File: src/rtl/rv32i_types.sv
// rtl/rv32i_types.sv - shared RV32I opcodes, field positions and ID/EX register layout
package rv32i_types;

    typedef enum logic [6:0] {
        OPC_LOAD   = 7'b0000011,
        OPC_STORE  = 7'b0100011,
        OPC_BRANCH = 7'b1100011,
        OPC_JAL    = 7'b1101111,
        OPC_JALR   = 7'b1100111,
        OPC_LUI    = 7'b0110111,
        OPC_AUIPC  = 7'b0010111,
        OPC_OP     = 7'b0110011,
        OPC_OP_IMM = 7'b0010011
    } opcode_e;

    localparam int OPC_MSB = 6;
    localparam int OPC_LSB = 0;
    localparam int RD_MSB  = 11;
    localparam int RD_LSB  = 7;
    localparam int RS1_MSB = 19;
    localparam int RS1_LSB = 15;
    localparam int RS2_MSB = 24;
    localparam int RS2_LSB = 20;

    typedef struct packed {
        logic        valid;
        logic [31:0] pc;
        logic [31:0] instr;
        logic [4:0]  rs1;
        logic [4:0]  rs2;
        logic [4:0]  rd;
        logic [31:0] rs1_data;
        logic [31:0] rs2_data;
        logic [31:0] imm;
    } id_ex_regs_t;

endpackage

File: src/rtl/imm_gen.sv
// rtl/imm_gen.sv - combinational RV32I immediate extraction, sign-extended from instr[31]
module imm_gen
    import rv32i_types::*;
(
    input  logic [31:0] instr,
    output logic [31:0] imm
);

    logic [6:0] opcode;

    assign opcode = instr[OPC_MSB:OPC_LSB];

    always_comb begin
        imm = '0;
        case (opcode)
            OPC_LOAD, OPC_OP_IMM, OPC_JALR:
                imm = {{20{instr[31]}}, instr[31:20]};
            OPC_STORE:
                imm = {{20{instr[31]}}, instr[31:25], instr[11:7]};
            OPC_BRANCH:
                imm = {{19{instr[31]}}, instr[31], instr[7], instr[30:25], instr[11:8], 1'b0};
            OPC_LUI, OPC_AUIPC:
                imm = {instr[31:12], 12'b0};
            OPC_JAL:
                imm = {{11{instr[31]}}, instr[31], instr[19:12], instr[20], instr[30:21], 1'b0};
            default:
                imm = '0;
        endcase
    end

endmodule

File: src/rtl/id_ex_stage.sv
// rtl/id_ex_stage.sv - ID/EX pipeline register with operand fetch and load-use bubble insertion
module id_ex_stage
    import rv32i_types::*;
(
    input  logic        clk,
    input  logic        rst,
    input  logic        id_valid,
    input  logic [31:0] id_pc,
    input  logic [31:0] id_instr,
    output logic [4:0]  rf_src_a,
    output logic [4:0]  rf_src_b,
    input  logic [31:0] reg_a,
    input  logic [31:0] reg_b,
    input  logic        mem_stall,
    input  logic        flush,
    output logic        id_hold,
    output logic        ex_valid,
    output logic [31:0] ex_pc,
    output logic [31:0] ex_instr,
    output logic [4:0]  ex_rs1,
    output logic [4:0]  ex_rs2,
    output logic [4:0]  ex_rd,
    output logic [31:0] ex_rs1_data,
    output logic [31:0] ex_rs2_data,
    output logic [31:0] ex_imm
);

    logic [6:0]  opcode;
    logic        uses_rs1;
    logic        uses_rs2;
    logic        writes_rd;
    logic        ex_is_load;
    logic        load_use;
    logic [31:0] id_imm;
    id_ex_regs_t ex_q;
    id_ex_regs_t ex_d;

    assign opcode = id_instr[OPC_MSB:OPC_LSB];

    always_comb begin
        uses_rs1  = 1'b1;
        uses_rs2  = 1'b0;
        writes_rd = 1'b1;
        case (opcode)
            OPC_LUI, OPC_AUIPC, OPC_JAL: uses_rs1 = 1'b0;
            default:                     uses_rs1 = 1'b1;
        endcase
        case (opcode)
            OPC_BRANCH, OPC_STORE, OPC_OP: uses_rs2 = 1'b1;
            default:                       uses_rs2 = 1'b0;
        endcase
        case (opcode)
            OPC_BRANCH, OPC_STORE: writes_rd = 1'b0;
            default:               writes_rd = 1'b1;
        endcase
    end

    // Unused sources read x0 so they can never match a forwarding or hazard compare.
    assign rf_src_a = uses_rs1 ? id_instr[RS1_MSB:RS1_LSB] : 5'd0;
    assign rf_src_b = uses_rs2 ? id_instr[RS2_MSB:RS2_LSB] : 5'd0;

    imm_gen u_imm_gen (
        .instr (id_instr),
        .imm   (id_imm)
    );

    assign ex_is_load = (ex_q.instr[OPC_MSB:OPC_LSB] == OPC_LOAD);
    assign load_use   = ex_q.valid && ex_is_load && (ex_q.rd != 5'd0) && id_valid &&
                        ((uses_rs1 && (rf_src_a == ex_q.rd)) ||
                         (uses_rs2 && (rf_src_b == ex_q.rd)));
    assign id_hold    = mem_stall || (load_use && !flush);

    always_comb begin
        ex_d = ex_q;
        if (mem_stall) begin
            ex_d = ex_q;
        end else if (flush || load_use) begin
            ex_d = '0;
        end else begin
            ex_d.valid    = id_valid;
            ex_d.pc       = id_pc;
            ex_d.instr    = id_instr;
            ex_d.rs1      = rf_src_a;
            ex_d.rs2      = rf_src_b;
            ex_d.rd       = writes_rd ? id_instr[RD_MSB:RD_LSB] : 5'd0;
            ex_d.rs1_data = reg_a;
            ex_d.rs2_data = reg_b;
            ex_d.imm      = id_imm;
        end
    end

    always_ff @(posedge clk) begin
        if (rst) begin
            ex_q <= '0;
        end else begin
            ex_q <= ex_d;
        end
    end

    assign ex_valid    = ex_q.valid;
    assign ex_pc       = ex_q.pc;
    assign ex_instr    = ex_q.instr;
    assign ex_rs1      = ex_q.rs1;
    assign ex_rs2      = ex_q.rs2;
    assign ex_rd       = ex_q.rd;
    assign ex_rs1_data = ex_q.rs1_data;
    assign ex_rs2_data = ex_q.rs2_data;
    assign ex_imm      = ex_q.imm;

endmodule
File: config.mk
export PLATFORM = sky130hd
export DESIGN_NAME = id_ex_stage
export DESIGN_NICKNAME = d
export VERILOG_FILES = /design/src/rtl/rv32i_types.sv /design/src/rtl/imm_gen.sv /design/src/rtl/id_ex_stage.sv
export SDC_FILE = /design/constraint.sdc
export NUM_CORES = 1
export LEC_CHECK = 0
export ABC_AREA = 0
export ABC_CLOCK_PERIOD_IN_PS = 5200
export CELL_PAD_IN_SITES_DETAIL_PLACEMENT = 1
export CELL_PAD_IN_SITES_GLOBAL_PLACEMENT = 2
export CORE_MARGIN = 2
export CORE_UTILIZATION = 41
export CTS_BUF_LIST = sky130_fd_sc_hd__clkbuf_4
export DETAILED_ROUTE_END_ITERATION = 8
export DONT_BUFFER_PORTS = 1
export PLACE_DENSITY_LB_ADDON = 0.1
export SLEW_MARGIN = 25
export SYNTH_ARGS = -nofsm -noshare
export SYNTH_HDL_FRONTEND = slang
export SYNTH_SLANG_ARGS = --single-unit
File: constraint.sdc
create_clock -name clk -period 5.2 [get_ports clk]
set_clock_uncertainty 0.15 [all_clocks]
set_input_delay 0.52 -clock clk [delete_from_list [all_inputs] [get_ports clk]]
set_output_delay 0.52 -clock clk [all_outputs]
set_load 0.01 [all_outputs]
======== After elaboration in Yosys (flattened, before gate mapping) ========
Index checks and enable logic that the tools add are counted.
Widths: inputs -> output; s select.
cells by class
  equal/unequal tests ..................... 12
  multiplexer cells ....................... 7
  reduce and logical (&&, ||, !) cells .... 17
operators with widths
  cell                number
  $mux 176            1
  $pmux 32 s5         1
  $eq 7x6->1 const B  3
  $eq 7x7->1 const B  3
  $mux 5              3
  $eq 7x2->1 const B  2
  $eq 7x5->1 const B  2
  $eq 5x5->1          2
  $reduce_or 3->1     3
  $logic_and 1x1->1   7
  $reduce_bool 5->1   1
  $reduce_or 2->1     2
  $logic_or 1x1->1    3
  $mux 1              2
  $logic_not 1->1     1
storage, ports and cells
  register bits ........................... 176
  input bits .............................. 133
  output and inout port bits .............. 187
  logic and storage cells ................. 45

======== Longest topological paths before layout ========
  word-level depth ........................ 10
  gate-level depth with buffers ........... 7
  depth with buffers taken out ............ 5

======== Cells and area by module ========
Synthesis repeated with hierarchy kept, for this count alone.
unflattened totals
  cells, all modules ...................... 549
  area, all modules ....................... 6553.8 sq um
by module, submodules not included
  module       instances  cells an instance  area each (sq um)  seq. area each (sq um)
  id_ex_stage  1          470                6007.0             3523.4
  imm_gen      1          79                 546.8              0.0

======== Worst setup path after synthesis ========
Ideal clock, no wire load.
  kind .................................... input to output
  from .................................... input port id_instr[19]
  to ...................................... output port id_hold
  data arrival time ....................... 1.913 ns
  data required time ...................... 4.530 ns
  setup slack ............................. 2.617 ns
  stages .................................. 6
  buffers on the path ..................... 1
  cell sequence ........................... xor2_1 or3_1 nor4b_2 a32oi_2 buf_2 o21bai_1
on the way
  longest elaborated chain between the ends .. 7
RTL lines
  what               RTL line           RTL
  start, declared    id_ex_stage.sv:9   input logic [31:0] id_instr,
  $mux 5             id_ex_stage.sv:59  assign rf_src_a = uses_rs1 ? id_instr[RS1_MSB:RS1_LSB] : 5'd0;
  $eq 5x5->1         id_ex_stage.sv:69  ((uses_rs1 && (rf_src_a == ex_q.rd)) ||
  $logic_and 1x1->1  id_ex_stage.sv:69
  $logic_or 1x1->1   id_ex_stage.sv:69
  $logic_and 1x1->1  id_ex_stage.sv:68  assign load_use = ex_q.valid && ex_is_load && (ex_q.rd != 5'd0) && id_valid &&
  $logic_and 1x1->1  id_ex_stage.sv:71  assign id_hold = mem_stall || (load_use && !flush);
  $logic_or 1x1->1   id_ex_stage.sv:71
  end, declared      id_ex_stage.sv:16  output logic id_hold,
No other way between the ends.

======== Worst setup path in the final report ========
  from .................................... register ex_q, in the netlist ex_instr[3]
  to ...................................... output port id_hold
on the way
  longest elaborated chain between the ends .. 7
RTL lines
  what                            RTL line           RTL
  start, declared                 id_ex_stage.sv:35  id_ex_regs_t ex_q;
  start signal, assigned          id_ex_stage.sv:94  ex_q <= '0;
  start signal, assigned          id_ex_stage.sv:96  ex_q <= ex_d;
  $eq 7x2->1                      id_ex_stage.sv:67  assign ex_is_load = (ex_q.instr[OPC_MSB:OPC_LSB] == OPC_LOAD);
  $logic_and 1x1->1 (4 in a row)  id_ex_stage.sv:68
  $logic_and 1x1->1               id_ex_stage.sv:71
  $logic_or 1x1->1                id_ex_stage.sv:71
No other way between the ends.

==> results.md <==
- Met3 wire length: 1750 µm
- Global placement routability congestion: 0.765
- Final core area utilization: 53.0%
- Post-CTS repair timing setup buffer count: 0
- Post-synth design cell area: 6350 µm²
- Area added between synthesis and finish: 26.4%
- Share of the yosys chip area belonging to registers: 55.5%
- Half-perimeter wire length after placement: 13,900 µm
- Synth Area in Adders: 0%
- Required time of the critical path: 4.53 ns
- Length of routed met2 wiring: 11,900 µm
- Placement Rows: 45
- Worst voltage drop across the vdd grid: 157 µV
- Top-count cell post-synth: dfxtp_1
- Static leakage power: 0.00279 µW
- Clock buffers created by TritonCTS: 17
- Slew at the pin closest to its max-slew limit: 0.969 ns
- Total count of hold-check failures in the final report: 0
- Max layer used: met4
- Top flip-flop cell by instance count after synthesis: dfxtp_1
- Antenna Violating Nets Remaining: 0
- Number of max-cap violations: 0
- Cell type of the slowest stage on the worst timing path: nor4_1
- Fraction of layout instances using a drive strength above 1: 7.37%
- Period utilization: 67.5%
- Average vias per placed instance: 6.29
- Setup tns final: 0 ns
- Leading cell types by count after synthesis: dfxtp_1, a32o_1, nand2_1, clkbuf_1, nand3_1
- Number of design rule violations left after detail routing: 0
- Count of flip-flops with a built-in enable after synthesis: 0
- Drt first pass iters: 5
- Wire length of the first global-routing pass: 33,900 µm
- Class of the most critical setup path: flop to output pin
- Detailed-route wire length per cell: 25.8 µm
- Top post-synthesis cells by area: dfxtp_1, a32o_1, nand2_1
- Share of the synthesized area in the top cell type: 55.5%
- Initial antenna violation count: 1
- Multiplexer share of the synthesized area: 0.177%
- Cell accounting for the most synthesized area: dfxtp_1
- Fin crit period: 3.51 ns
- Power density of the placed cells: 304 nW/µm²
- First-iteration detailed-routing DRC count: 292
- Library cells used by synthesis: 44
- Combinational family with the most area after synthesis: compound AO/OA/AOI/OAI gates
- I/O Pins: 320
- Net Count, Synth: 717
- Maximum number of pins on one net before global-route repair: 89
- Cell class contributing the biggest share of worst-path delay: simple AND/OR/NAND/NOR gates
- RSZ-0062 raised after global routing: false
- Root buffer cell: clkbuf_4
- Final setup violation count: 0
- Cell-by-cell listing of the critical path: nor4_1 -> nand3_1 -> nor3_1 -> a32oi_4 -> buf_4 -> o21bai_1
- Wire length on met1: 8550 µm
- Final nets: 812
- Final Slew Violations: 0
- Total via count after detailed routing: 5,548
- Avg Synthesized Cell Area: 10.9 µm²
- Worst skew pair latency: 0.57 ns
- Die boundary height: 128 µm
- Via count of the first global-routing pass: 5,754
- Effective utilization at floorplan: 41.9%
- Compound-gate portion of the synthesized area: 29.4%
- Die Span X: 128 µm
- Critical path launch point type: flop
- FF+latch count, synth: 176
- CTS sink count: 176
- GRT Overall Usage: 27.0%
- Fill cell count: 1,581
- Fmax: 0.285 GHz
- Peak fanout along the critical path: 26
- Final wirelength: 22,800 µm
- Htree depth: 4
- Die Area: 16,500 µm²
- Min-delay worst type: primary input to flop
- CP max stage delay: 0.51 ns
- Hold-fix buffer count after cts: 129
- TritonCTS clock tree: yes
- Total buffers and inverters traversed by the critical path: 1
- Remaining max-slew budget at the tightest pin: 35.2%
- Synth warnings: 0
- Kind of end point of the critical path: output pin
- Synthesized-area fraction occupied by and/or/nand/nor cells: 9.46%
- Outcome: finished, final reports clean
- Area of the core: 15,100 µm²
- Deepest clock path buffer count: 2
- Clk slew on worst S/H paths: 0.14 ns
- Worst endpoint data arrival time: 2.84 ns
- Total congestion overflow: 0
- Input/output buffers: 0
- Proportion of synthesized flip-flops having asynchronous set or reset: 0%
- Post-synthesis xor/xnor area fraction: 1.38%
- Cell count after synthesis: 584
- PostCTS Resize Cnt: 0
[per-layer routing]
metal | vias up | GRT usage [%]
met2 | 223 | 47.9
li1 | 2488 | -
met4 | 0 | 10.8
met5 | - | 0
met1 | 2800 | 30.1
met3 | 37 | 8.57
[layout make-up]
| type | instances | area (µm²) | area share, % |
|---|---|---|---|
| clock buffers | 22 | 165 | 2.06 |
| flip-flops and latches | 176 | 3520 | 43.9 |
| clock inverters | 10 | 113 | 1.40 |
| multi-input cells | 344 | 2610 | 32.4 |
| repair buffers | 139 | 1380 | 17.2 |
| well taps | 188 | 235 | 2.93 |
| inverters | 1 | 3.75 | 0.0468 |
| diodes | 2 | 5.00 | 0.0623 |
[registers in the layout, indices dropped and copies added, names as in the netlist]
register	count
ex_rs2_data	32
ex_rd	5
ex_imm	32
ex_rs2	5
ex_pc	32
ex_rs1	5
ex_rs1_data	32
ex_valid	1
ex_instr	32
[kinds of logic (layout without fill, tap and decap cells)]
family | Yosys count | after routing
flip-flops | 176 | 176
buffers and inverters | 64 | 172
other | 0 | 2
AND/OR/NAND/NOR | 120 | 120
XOR/XNOR | 10 | 10
multiplexers | 1 | 1
AO/OA/AOI/OAI | 213 | 213
[cell usage in the layout (no fill, tap or decap), types with 5 or more instances in the layout]
master	instances
a21oi_1	20
nor2_1	7
nand3_1	24
o31ai_1	19
o21ai_0	20
and2_1	12
clkbuf_4	22
nand2_1	49
dlygate4sd3_1	129
dfxtp_1	176
xor2_1	9
o21ai_1	5
buf_4	9
a32o_1	134
nor3_1	5
[final timing paths]
path / from / end / slack (ns) / cells after the start
max: ex_instr[3] / id_hold / 1.69 / 6
min: id_instr[14] / ex_imm[14] / 0.05 / 2
max reg2reg: ex_instr[3] / ex_rs2_data[26] / 2.51 / 6
min reg2reg: ex_imm[29] / ex_imm[29] / 0.37 / 2
[stage by stage]
stage | worst slack (ns) | hold slack (ns) | total power, µW | instances | instance area (µm²)
final | 1.69 | 0.0503 | 2440 | 882 | 8030
after floorplan | 2.62 | 0.320 | 1560 | 584 | 6350
after detailed placement | 2.12 | 0.351 | 1600 | 719 | 6450
after global routing | 1.56 | 0.0210 | 2540 | 881 | 8030
after global placement | 2.21 | 0.338 | 1590 | 718 | 6430
after CTS | 1.70 | 0.00480 | 2450 | 880 | 8020
[power by group]
group          internal (µW)  switching, µW  total, µW
combinational            117           96.4        214
clock                    310            468        779
sequential              1390           58.2       1450
total                   1820            623       2440
No activity file was read; power rests on OpenSTA's default activity.
